[src/rtl/vcpu_pkg.sv]
// vcpu_pkg: shared state/owner encodings and bus constants for the vcpu memory arbiter.
package vcpu_pkg;
    typedef enum logic [1:0] {ST_IDLE = 2'd0, ST_REQ = 2'd1, ST_WAIT = 2'd2, ST_ERR = 2'd3} state_e;
    typedef enum logic {OWN_IF = 1'b0, OWN_DS = 1'b1} owner_e;
    localparam logic [3:0] BE_WORD = 4'hf;
    localparam int SYS_BITS = 32;
endpackage

[src/rtl/vcpu_arb_prio.sv]
// vcpu_arb_prio: data-first owner pick with a saturating fetch-starvation counter.
module vcpu_arb_prio
    import vcpu_pkg::*;
#(
    parameter int STARVE_MAX = 4
) (
    input  logic   clk_i,
    input  logic   rst_i,
    input  logic   if_req_i,
    input  logic   ds_req_i,
    input  logic   pick_i,
    output owner_e owner_o,
    output logic   sat_o
);
    localparam int CW = $clog2(STARVE_MAX + 1);
    logic [CW-1:0] cnt_q, cnt_d;
    assign sat_o   = cnt_q == CW'(STARVE_MAX);
    assign owner_o = (ds_req_i && !(if_req_i && sat_o)) ? OWN_DS : OWN_IF;
    always_comb begin
        cnt_d = !if_req_i ? '0 : !pick_i ? cnt_q : owner_o == OWN_IF ? '0 : sat_o ? cnt_q : cnt_q + CW'(1);
    end
    always_ff @(posedge clk_i) begin
        cnt_q <= rst_i ? '0 : cnt_d;
    end
endmodule

[src/rtl/vcpu_mem_arbiter.sv]
// vcpu_mem_arbiter: shares the vcpu memory port between fetch and load/store, one transaction at a time.
// Defining VCPU_MISALIGN_TRAP_EN traps misaligned data accesses instead of issuing them.
module vcpu_mem_arbiter
    import vcpu_pkg::*;
#(
    parameter int STARVE_MAX = 4,
    parameter int ADDR_W     = 32
) (
    input  logic                sck,
    input  logic                rst,
    input  logic                if_req,
    input  logic [ADDR_W-1:0]   if_addr,
    output logic                if_gnt,
    output logic                if_rvalid,
    output logic [15:0]         if_rdata,
    input  logic                ds_req,
    input  logic                ds_we,
    input  logic [ADDR_W-1:0]   ds_addr,
    input  logic [SYS_BITS-1:0] ds_wdata,
    output logic                ds_gnt,
    output logic                ds_rvalid,
    output logic [SYS_BITS-1:0] ds_rdata,
    output logic                ds_err,
    output logic                m_valid,
    output logic                m_we,
    output logic [ADDR_W-1:0]   m_addr,
    output logic [SYS_BITS-1:0] m_wdata,
    output logic [3:0]          m_be,
    input  logic                m_ready,
    input  logic                m_rvalid,
    input  logic [SYS_BITS-1:0] m_rdata,
    output logic [3:0]          sta
);
    state_e              state_q, state_d;
    owner_e              owner_q, pick_own;
    logic                sat, pick, mis, we_q, half_q, rvalid_q;
    logic [ADDR_W-3:0]   addr_q;
    logic [SYS_BITS-1:0] wdata_q, rdata_q;
    logic                unused;

    assign pick   = state_q == ST_IDLE && (if_req || ds_req);
    assign unused = ^{if_addr[0], ds_addr[1:0]};

    vcpu_arb_prio #(.STARVE_MAX(STARVE_MAX)) u_prio (
        .clk_i   (sck),
        .rst_i   (rst),
        .if_req_i(if_req),
        .ds_req_i(ds_req),
        .pick_i  (pick),
        .owner_o (pick_own),
        .sat_o   (sat)
    );

`ifdef VCPU_MISALIGN_TRAP_EN
    logic err_q;
    assign mis    = pick_own == OWN_DS && ds_addr[1:0] != 2'b00;
    assign ds_err = rvalid_q && err_q;
    always_ff @(posedge sck) begin
        err_q <= rst ? 1'b0 : state_q == ST_ERR;
    end
`else
    assign mis    = 1'b0;
    assign ds_err = 1'b0;
`endif

    always_comb begin
        state_d = state_q;
        unique case (state_q)
            ST_IDLE: state_d = !pick ? ST_IDLE : mis ? ST_ERR : ST_REQ;
            ST_REQ:  state_d = m_ready ? ST_WAIT : ST_REQ;
            ST_WAIT: state_d = m_rvalid ? ST_IDLE : ST_WAIT;
            default: state_d = ST_IDLE;
        endcase
    end

    assign m_valid   = state_q == ST_REQ;
    assign m_we      = m_valid && we_q;
    assign m_addr    = {addr_q, 2'b00};
    assign m_wdata   = wdata_q;
    assign m_be      = BE_WORD;
    assign if_gnt    = m_valid && m_ready && owner_q == OWN_IF;
    assign ds_gnt    = ((m_valid && m_ready) || state_q == ST_ERR) && owner_q == OWN_DS;
    assign if_rvalid = rvalid_q && owner_q == OWN_IF;
    assign ds_rvalid = rvalid_q && owner_q == OWN_DS;
    assign if_rdata  = half_q ? rdata_q[31:16] : rdata_q[15:0];
    assign ds_rdata  = we_q ? '0 : rdata_q;
    assign sta       = {state_q, owner_q, sat};

    // Owner and payload are captured once at the pick so requesters may change inputs afterwards.
    always_ff @(posedge sck) begin
        if (rst) begin
            state_q  <= ST_IDLE;
            owner_q  <= OWN_IF;
            we_q     <= 1'b0;
            half_q   <= 1'b0;
            addr_q   <= '0;
            wdata_q  <= '0;
            rdata_q  <= '0;
            rvalid_q <= 1'b0;
        end else begin
            state_q  <= state_d;
            rvalid_q <= (state_q == ST_WAIT && m_rvalid) || state_q == ST_ERR;
            if (state_q == ST_WAIT && m_rvalid) rdata_q <= m_rdata;
            else if (state_q == ST_ERR) rdata_q <= '0;
            if (pick) begin
                owner_q <= pick_own;
                we_q    <= pick_own == OWN_DS && ds_we;
                addr_q  <= pick_own == OWN_DS ? ds_addr[ADDR_W-1:2] : if_addr[ADDR_W-1:2];
                wdata_q <= ds_wdata;
                half_q  <= if_addr[1];
            end
        end
    end
endmodule
[config.mk]
export PLATFORM = sky130hd
export DESIGN_NAME = vcpu_mem_arbiter
export DESIGN_NICKNAME = d
export VERILOG_FILES = /design/src/rtl/vcpu_pkg.sv /design/src/rtl/vcpu_arb_prio.sv /design/src/rtl/vcpu_mem_arbiter.sv
export SDC_FILE = /design/constraint.sdc
export NUM_CORES = 1
export LEC_CHECK = 0
export CAP_MARGIN = 20
export CORE_MARGIN = 2
export CORE_UTILIZATION = 45
export DETAILED_ROUTE_END_ITERATION = 10
export DONT_BUFFER_PORTS = 1
export GPL_TIMING_DRIVEN = 0
export PLACE_DENSITY = 0.65
export SETUP_SLACK_MARGIN = 0.05
export SKIP_CTS_REPAIR_TIMING = 1
export SYNTH_ARGS = -nofsm -noshare
export SYNTH_HDL_FRONTEND = slang
export SYNTH_HIERARCHICAL = 1
export SYNTH_SLANG_ARGS = --single-unit
export TNS_END_PERCENT = 30
[constraint.sdc]
create_clock -name sck -period 1.9 [get_ports sck]
set_input_delay 0.38 -clock sck [delete_from_list [all_inputs] [get_ports sck]]
set_output_delay 0.38 -clock sck [all_outputs]
set_load 0.02 [all_outputs]
==> impl_metrics.csv <==
group,metric,value,unit
yosys,ys_seq_elements,103,
die,core-area,10800,um2
finish,num-nets-final,665,
yosys,seq_area_frac_synth,41.6,%
pwr,internal-power,3.16,mW
finish,syn_to_final_growth,9.12,%
yosys,synth_top_area_share,41.6,%
pwr,leakagePower,2.04,nW
yosys,synthTopCellsByCount,"dfxtp_1 (103), a21oi_1 (48), nand3_1 (36), nor2_1 (34), nor2b_1 (34)",
yosys,synthTopCellsByArea,"dfxtp_1 (42%), a211oi_2 (7.1%), mux2i_1 (6.3%)",
die,dieArea,11900,um2
timing,max_clock_freq,0.547,GHz
yosys,synth_flop_cell,"dfxtp_1",
timing,setup_violations,0,
global_routing,grt_pass1_wl,19.4,mm
pwr,power.switching,1.50,mW
timing,finalCritPeriodShare,96.2,%
yosys,yosys_warnings,6,
pwr,clockPowerShare,25.6,%
timing,rsz0062_at_grt,"true",
routing,via_per_inst,5.84,
yosys,synthCells,512,
cts,cts_buffers,9,
global_routing,grt_pass1_vias,3729,
global_routing,antenna_found_initial,0,
placed_design,placed_area,5150,um2
global_routing,grt.busiest_layer,"met2",
setup_path,required,1.52,ns
timing,period_minus_slack,1.83,ns
cts,cts.path.max_buffers,2,
pwr,seqPwrFrac,56.0,%
global_routing,use_met2,35.4,%
pwr,power_density,862,nW/um2
timing,slew_headroom,52.2,%
setup_path,worstSetupEndpointType,"output pin",
placed_design,gp_congestion,0.824,
global_routing,grt_use_met3,6.52,%
yosys,yosysMostFrequentCell,"dfxtp_1",
setup_path,worstPathArrival,1.45,ns
yosys,syn-cell-area,4950,um2
pwr,combPwrFrac,18.3,%
timing,hold_viol_final,0,
global_routing,grt_overflow,0,
cts,clk_pin_slew,0.09,ns
die,die_h,109,um
cts,cts_max_level,3,
routing,avgRoutedWirePerCell,19.8,um
routing,ant_nets,0,
yosys,yosysTopAreaCell,"dfxtp_1",
global_routing,grt_max_degree,16,
setup_path,rrSetupSlack,0.09,ns
setup_path,cp_slowest_cell,"mux2_2",
placed_design,port_buffers,0,
setup_path,startpoint_type,"register",
die,rows,38,
pwr,peakVddDrop,0.000445,V
run,max_cap_violations,0,
routing,wl,13.3,mm
timing,final_max_slew_viol_count,0,
setup_path,worstPathCellList,"buf_4 -> buf_6 -> mux2_2",
global_routing,grt.total_usage,21.5,%
placed_design,dp_slack,-0.0901,ns
routing,first_iter_violations,287,
die,initial_core_util,45.9,%
yosys,synth_edf_count,0,
placed_design,hpwl,9.82,mm
global_routing,use_met1,25.8,%
cts,cts_root_buf,"clkbuf_8",
hold_path,hp-class,"primary input to register",
cts,worstSkewPairLatency,0.37,ns
yosys,yosysUniqueCellTypes,40,
setup_path,critPathMaxFanout,10,
timing,fin_skew,0.0110,ns
outcome,outcome,"complete, no violations",
setup_path,critPathKind,"register to output pin",
yosys,synth_async_sr_flop_share,0,%
routing,drc,0,
routing,num_vias,3916,
pwr,p_sw_share,32.1,%
cts,cts_tree,"done",
die,die_w,109,um
routing,drtPass1Iterations,4,
finish,num_antenna_cells,0,
yosys,synth_area_per_cell,9.68,um2
setup_path,slowest_delay,0.41,ns
cts,cts_sinks,103,
die,ios,262,
timing,worst_pin_slew,0.718,ns
finish,drive_gt1_share,29.1,%
finish,fill_cells,1032,
timing,fin_ws,0.0728,ns
finish,fin_area,5410,um2
through the flow:
stage          power [mW]  util (%)  setup TNS, ns  hold WS [ns]  std cells
2_1_floorplan        3.31         -              0         0.462        517
3_5_place_dp         3.49      47.7         -0.166         0.513        657
4_1_cts              4.70      49.1          -2.71         0.111        670
6_report             4.66      50.1              0         0.136        670
5_1_grt              4.88      50.1              0         0.117        670
3_3_place_gp         3.47      47.7         -0.165         0.478        657
final timing paths:
path                                     start                      endpoint  depth (start not counted)
setup / recovery           half_q$_SDFFE_PP0P_                  if_rdata[14]                          3
hold / removal                     m_rdata[30]      rdata_q[30]$_SDFFE_PP0P_                          2
setup reg to reg  u_prio/cnt_q[1]$_SDFFE_PP0P_        addr_q[3]$_SDFFE_PP0P_                          8
hold reg to reg   u_prio/cnt_q[0]$_SDFFE_PP0P_  u_prio/cnt_q[0]$_SDFFE_PP0P_                          2
worst max-delay path, delay by kind of cell (launching register included):
| family | cells | cell delay [ns] |
|---|---|---|
| buffers and inverters | 2 | 0.35 |
| DFF | 1 | 0.32 |
| muxes | 1 | 0.41 |
cell type report:
cell class | count | area [um2] | area share (%)
Clock buffer | 11 | 141 | 2.62
Tap cell | 140 | 175 | 3.24
Multi-Input combinational cell | 351 | 2540 | 47.1
Sequential cell | 103 | 2070 | 38.3
Clock inverter | 2 | 10.0 | 0.185
Buffer | 60 | 454 | 8.40
Inverter | 3 | 11.3 | 0.208
routing by layer:
metal	routed length [um]	up-vias
li1	-	1846
met1	5250	1874
met2	6520	175
met3	1230	21
met4	276	0
met5	0	-
cell families after synthesis:
logic type / count (synthesis) / synth area share [%]
fa+ha+maj: 2 / 0.505
buf+inv: 63 / 8.79
mux: 47 / 9.90
other cells: 2 / 0.152
flops: 103 / 41.6
compound gates: 169 / 25.6
simple gates: 126 / 13.4
power groups by stage:
stage                     combinational [mW]  clock [mW]  sequential, mW
after global routing                   0.933        1.32            2.63
final                                  0.854        1.20            2.61
after global placement                 0.811           0            2.66
after detailed placement               0.831           0            2.66
after CTS                              0.836        1.26            2.61
after floorplan                        0.693           0            2.62
sequential cells by signal (all words and copies together), names as in the netlist:
| signal | count |
|---|---|
| u_prio/cnt_q | 3 |
| we_q | 1 |
| addr_q | 30 |
| owner_q | 1 |
| rdata_q | 32 |
| m_wdata | 32 |
| rvalid_q | 1 |
| state_q | 2 |
| half_q | 1 |
cells in the final DEF, fill, tap and decap left out, types with 4 or more instances in the layout:
cell type   n
clkbuf_1   10
a22oi_1    24
nor2_1     34
nand2b_1    5
o21ai_1    10
a211oi_2   28
clkbuf_8   10
nor2b_1    33
mux2i_1    21
mux2i_2     8
a22oi_2     8
o21ai_0    25
buf_1       4
conb_1      7
buf_6      16
nand3_1    36
mux2_2     15
a21oi_1    48
buf_2       9
dfxtp_1    99
a21oi_2    21
buf_4      15
Power figures use the tool's default switching activity.
